$ cat src/rtl/timer_cnt_ctrl.sv
// rtl/timer_cnt_ctrl.sv - 64-bit prescaled timer counter with debug halt and compare interrupt
module timer_cnt_ctrl #(
  parameter int MAX_DIV = 8
) (
  input  logic        clk,
  input  logic        rst,
  input  logic        timer_en,
  input  logic        div_en,
  input  logic [3:0]  div_val,
  input  logic        halt_req,
  input  logic        debug_mode,
  input  logic        tdr0_wr_en,
  input  logic        tdr1_wr_en,
  input  logic [31:0] wr_count,
  input  logic [63:0] cmp_val,
  output logic [31:0] lsb_count,
  output logic [31:0] msb_count,
  output logic        cnt_tick,
  output logic        halt_ack,
  output logic        int_set
);

  typedef enum logic [1:0] {
    S_IDLE  = 2'd0,
    S_COUNT = 2'd1,
    S_HALT  = 2'd2
  } state_t;

  state_t      r_state;
  state_t      w_state_nxt;
  logic [7:0]  r_div_cnt;
  logic [7:0]  w_div_cnt_nxt;
  logic [3:0]  r_div_val_q;
  logic [31:0] r_lsb;
  logic [31:0] r_msb;
  logic [31:0] w_lsb_nxt;
  logic [31:0] w_msb_nxt;
  logic        r_cnt_tick;
  logic        r_tick_only;
  logic        r_halt_ack;
  logic        r_int_set;

  logic [3:0]  w_div_exp;
  logic [8:0]  w_div_term;
  logic        w_dv_chg;
  logic        w_tick;
  logic        w_carry;

  // Exponent clamp; the terminal count is computed 9 bits wide so 2^8-1 is representable.
  assign w_div_exp  = (int'(div_val) > MAX_DIV) ? 4'(MAX_DIV) : div_val;
  assign w_div_term = (9'd1 << w_div_exp) - 9'd1;
  assign w_dv_chg   = (div_val != r_div_val_q);
  assign w_carry    = &r_lsb;

  // A changed exponent restarts the prescaler, so that cycle never ticks when prescaling.
  assign w_tick = (r_state == S_COUNT) &&
                  (!div_en || (!w_dv_chg && ({1'b0, r_div_cnt} == w_div_term)));

  // State register.
  always_ff @(posedge clk or posedge rst) begin
    if (rst) r_state <= S_IDLE;
    else     r_state <= w_state_nxt;
  end

  // Next-state logic; dropping timer_en always returns to IDLE first.
  always_comb begin
    w_state_nxt = r_state;
    case (r_state)
      S_IDLE:  if (timer_en) w_state_nxt = S_COUNT;
      S_COUNT: begin
        if (!timer_en)                   w_state_nxt = S_IDLE;
        else if (halt_req && debug_mode) w_state_nxt = S_HALT;
      end
      S_HALT: begin
        if (!timer_en)                     w_state_nxt = S_IDLE;
        else if (!halt_req || !debug_mode) w_state_nxt = S_COUNT;
      end
      default: w_state_nxt = S_IDLE;
    endcase
  end

  // Prescaler next value: cleared when idle/bypassed/retuned, frozen in HALT.
  always_comb begin
    w_div_cnt_nxt = r_div_cnt;
    if ((r_state == S_IDLE) || !div_en || w_dv_chg) w_div_cnt_nxt = 8'd0;
    else if (r_state == S_COUNT)                    w_div_cnt_nxt = w_tick ? 8'd0 : r_div_cnt + 8'd1;
  end

  // Prescaler and exponent-history registers.
  always_ff @(posedge clk or posedge rst) begin
    if (rst) begin
      r_div_cnt   <= 8'd0;
      r_div_val_q <= 4'd0;
    end else begin
      r_div_cnt   <= w_div_cnt_nxt;
      r_div_val_q <= div_val;
    end
  end

  // Counter next value: a written half takes wr_count and blocks carry into the upper half.
  always_comb begin
    w_lsb_nxt = r_lsb;
    w_msb_nxt = r_msb;
    if (w_tick) begin
      w_lsb_nxt = r_lsb + 32'd1;
      w_msb_nxt = r_msb + {31'd0, w_carry};
    end
    if (tdr0_wr_en) begin
      w_lsb_nxt = wr_count;
      w_msb_nxt = r_msb;
    end
    if (tdr1_wr_en) w_msb_nxt = wr_count;
  end

  // Counter, tick and status registers; int_set compares the value a pure tick produced.
  always_ff @(posedge clk or posedge rst) begin
    if (rst) begin
      r_lsb       <= 32'd0;
      r_msb       <= 32'd0;
      r_cnt_tick  <= 1'b0;
      r_tick_only <= 1'b0;
      r_halt_ack  <= 1'b0;
      r_int_set   <= 1'b0;
    end else begin
      r_lsb       <= w_lsb_nxt;
      r_msb       <= w_msb_nxt;
      r_cnt_tick  <= w_tick;
      r_tick_only <= w_tick && !tdr0_wr_en && !tdr1_wr_en;
      r_halt_ack  <= (w_state_nxt == S_HALT);
      r_int_set   <= r_tick_only && ({r_msb, r_lsb} == cmp_val);
    end
  end

  assign lsb_count = r_lsb;
  assign msb_count = r_msb;
  assign cnt_tick  = r_cnt_tick;
  assign halt_ack  = r_halt_ack;
  assign int_set   = r_int_set;

endmodule

$ cat config.mk
export PLATFORM = sky130hd
export DESIGN_NAME = timer_cnt_ctrl
export DESIGN_NICKNAME = d
export VERILOG_FILES = /design/src/rtl/timer_cnt_ctrl.sv
export SDC_FILE = /design/constraint.sdc
export NUM_CORES = 1
export LEC_CHECK = 0
export BUFFER_PORTS_ARGS = -buffer_cell sky130_fd_sc_hd__buf_4
export CELL_PAD_IN_SITES_DETAIL_PLACEMENT = 0
export CELL_PAD_IN_SITES_GLOBAL_PLACEMENT = 1
export CORE_MARGIN = 2
export CORE_UTILIZATION = 38
export DETAILED_ROUTE_END_ITERATION = 6
export PLACE_DENSITY_LB_ADDON = 0.1
export SETUP_SLACK_MARGIN = 0.1
export SLEW_MARGIN = 20
export SYNTH_ARGS = -nofsm -noshare
export SYNTH_HDL_FRONTEND = slang
export SYNTH_SLANG_ARGS = --single-unit
$ cat constraint.sdc
create_clock -name clk -period 4.6 [get_ports clk]
set_input_delay 0.92 -clock clk [delete_from_list [all_inputs] [get_ports clk]]
set_output_delay 0.92 -clock clk [all_outputs]
set_load 0.05 [all_outputs]
==> summary.md <==
| Metric | Value |
|---|---|
| Crit-path max cell delay | around 0.55 ns |
| Ys flop type | dfrtp_1 |
| Power per cell area | ~330 nW/µm² |
| DR pass1 iterations | 5 |
| Number of synthesized flops with an enable pin | 0 |
| Arrival time at the worst endpoint | around 4.2 ns |
| Req. time, crit path | 4.86 ns |
| Final Core Density | 0.512 |
| Initial Util | 0.391 |
| Share of cells above drive strength 1 | 0.250 |
| Post-Route WL | ~22 mm |
| Final worst-path cycle share | 0.863 |
| Number of global-route vias before repair | a little under 6000 |
| Worst Setup End Kind | register |
| Post-CTS setup buffers | 0 |
| Diodes inserted | 0 |
| Clock-pin slew on the worst setup and hold paths | 0.06 ns |
| RSZ-0062 raised after global routing | false |
| Initial detailed-routing violation count | 572 |
| Complex-gate fraction of the synthesized area | 0.194 |
| Worst Max-Slew Pin Slew | 1.02 ns |
| Vias/cell | a little over 6 |
| # IOs | about 180 |
| Max cap viols | 0 |
| Pleak | approximately 0.0031 µW |
| Minimum clock period | just under 4 ns |
| #FFs+latches synth | 82 |
| CTS Buf Count | 9 |
| Share of flip-flops with an asynchronous set or reset | 1.00 |
| Post-layout nets | around 940 |
| Dpl hpwl | 16.3 mm |
| Via count | approximately 6000 |
| Crit-path most repeated cell | buf_4 |
| Post-route DRC | 0 |
| Post-synth cell types | between 50 and 60 |
| Worst VDD drop | between 0.15 and 0.2 mV |
| TNS Setup | 0 ns |
| Mapped Area | about 5700 µm² |
| Post-synthesis mux area share | 0.00570 |
| CTS root buf | clkbuf_16 |
| Clock Tree Buf Depth | 2 |
| Area growth syn-to-layout | 31.0% |
| Gr usage total | 0.269 |
| FP Rows | 44 |
| Placement Setup Slack | 0.307 ns |
| Simple-gate portion of the synthesized area | 0.283 |
| Hold_buf cts | 0 |
| Design area | approximately 7500 µm² |
| Clock Skew | 0.0111 ns |
| Adder-cell share of the synthesized area | 0.0110 |
| First-pass GRT wire length | approximately 33 mm |
| CP max-delay cell | o41a_2 |
| Clock Latency Late Sink | approximately 0.35 ns |
| Post-route ant nets | 0 |
| Top cell type's share of synthesized area | 0.360 |
| Yosys Warn Count | 0 |
| Slew headroom | 0.322 |
| Area after DPL | 7110 µm² |
| Setup WS post-layout | 0.629 ns |
| Syn Area/Cell | approximately 8.4 µm² |
| CTS H-tree lvls | 3 |
| Initial antenna violation count | 0 |
| Critical path peak fanout | 56 |
| Pwr Total | approximately 2400 µW |
| Die area | 16000 µm² |
| Die width | between 100 and 150 µm |
| Hold Path Class | reg -> reg |
| Main combinational cell family by area after synthesis | simple AND/OR/NAND/NOR gates |
| CP cell instances | buf_4 -> or2_2 -> or3b_2 -> ha_1 -> xor2_1 -> xnor2_1 -> nand4_1 -> o41a_2 -> buf_4 -> or4_1 -> a31oi_1 |
| Startpoint Class | input pin |
| Seq/Total Area, Yosys | 0.360 |
| Syn_nets | 795 |
| Largest net degree at the start of global routing | 64 |
| Max Fclk | approximately 250 MHz |
| Xor/xnor share of the synthesized area | 0.0968 |
| Final Max Slew Viols | 0 |
| Largest area contributor in the netlist | dfrtp_1 |
| Die height | around 130 µm |
| Outcome | complete, no violations |
| Synth top area cells | dfrtp_1 (36%), xor2_1 (6.8%), a31oi_1 (5.6%) |
| Total grt overflow | 0 |
| GP Congestion | 0.902 |
| Setup CP Type | in -> reg |
| CTS tree | yes |
| Mapped Cells | 682 |
| Routed length per placed instance | 21.4 µm |
| Clk sinks | 82 |
| Count of final setup violators | 0 |
| Core Box Area | between 10000 and 15000 µm² |
| Port buffer count | approximately 170 |
| Post-CTS sizing | 0 |
| Hold Vio Cnt, Final | 0 |
[layout make-up]
class	count	area, µm²
flip-flops and latches	82	2050
well taps	184	230
multi-input cells	535	3370
inverters	19	72.6
repair buffers	184	1390
clock buffers	12	256
clock inverters	4	97.6
fillers	1408	7120
[cells by family after synthesis]
kind of cell,Yosys count
AND/OR/NAND/NOR,301
AO/OA/AOI/OAI,163
flip-flops,82
buffers and inverters,65
XOR/XNOR,63
adder cells (fa/ha/maj),5
multiplexers,3
[layout by cell type (no fill, tap or decap), drive strengths merged, types with 6 or more instances in the layout]
cell    instances
nand4          23
o21ai          31
a21oi           6
o31ai          26
nor2           65
xnor2          19
clkbuf         12
nand2          51
nor4           15
and4            9
buf           184
dfrtp          82
o311ai          7
inv            18
a22oi           7
a31oi          51
and3           12
nor3            9
o211ai         10
nand3          40
or4            37
or3            25
xor2           44
[layer usage]
layer  wire length [µm]  vias up  track usage
met1               9540     3014        0.389
met2               9890      259        0.403
met5                  0        -            0
li1                   -     2882            -
met4                489        0       0.0834
met3               1900       28       0.0574
[worst max-delay path, delay by kind of cell]
family          cells  cell delay [ns]
compound gates      2             0.75
xor+xnor            2             0.37
fa+ha+maj           1             0.26
buf+inv             2             0.45
simple gates        4             1.47
[state kept, by name, indices dropped and copies added (netlist names), 2 cells and up]
name / cells
r_state: 2
lsb_count: 32
msb_count: 32
r_div_cnt: 8
r_div_val_q: 4
[power breakdown]
| group | switching, µW | internal, µW |
|---|---|---|
| registers | 106 | 776 |
| logic | 437 | 235 |
| clock network | 320 | 561 |
[metrics by stage]
stage               cells  hold slack (ns)
floorplan             682            0.505
global placement     1004            0.552
detailed placement   1004            0.554
global route         1020            0.594
finish               1020            0.566
CTS                  1020            0.568
[synthesized netlist by cell type, types with 4 or more instances]
cell type and count:
a21oi_1 6, a22oi_1 7, a31oi_1 51, and3_1 12, and4_1 9, buf_6 5
clkbuf_1 37, dfrtp_1 82, ha_1 5, inv_1 18, nand2_1 51, nand2b_1 5
nand3_1 40, nand4_1 23, nor2_1 65, nor3_1 9, nor4_1 15, o211ai_1 10
o21ai_0 31, o22ai_1 4, o311ai_0 4, o31ai_1 26, or3_1 25, or4_1 36
xnor2_1 19, xor2_1 44
[final timing paths]
path,from,to,slack (ns),cells after the start
max,div_val[2],msb_count[13]$_DFFE_PP0P_,0.63,11
min,r_div_cnt[1]$_DFFE_PP0P_,r_div_cnt[1]$_DFFE_PP0P_,0.57,1
max reg2reg,lsb_count[9]$_DFFE_PP0P_,msb_count[13]$_DFFE_PP0P_,1.02,12
min reg2reg,r_div_cnt[1]$_DFFE_PP0P_,r_div_cnt[1]$_DFFE_PP0P_,0.57,1
max in group asynchronous,rst,msb_count[13]$_DFFE_PP0P_,2.81,3
min in group asynchronous,rst,msb_count[17]$_DFFE_PP0P_,0.77,2
(Power assumes the default switching activity.)
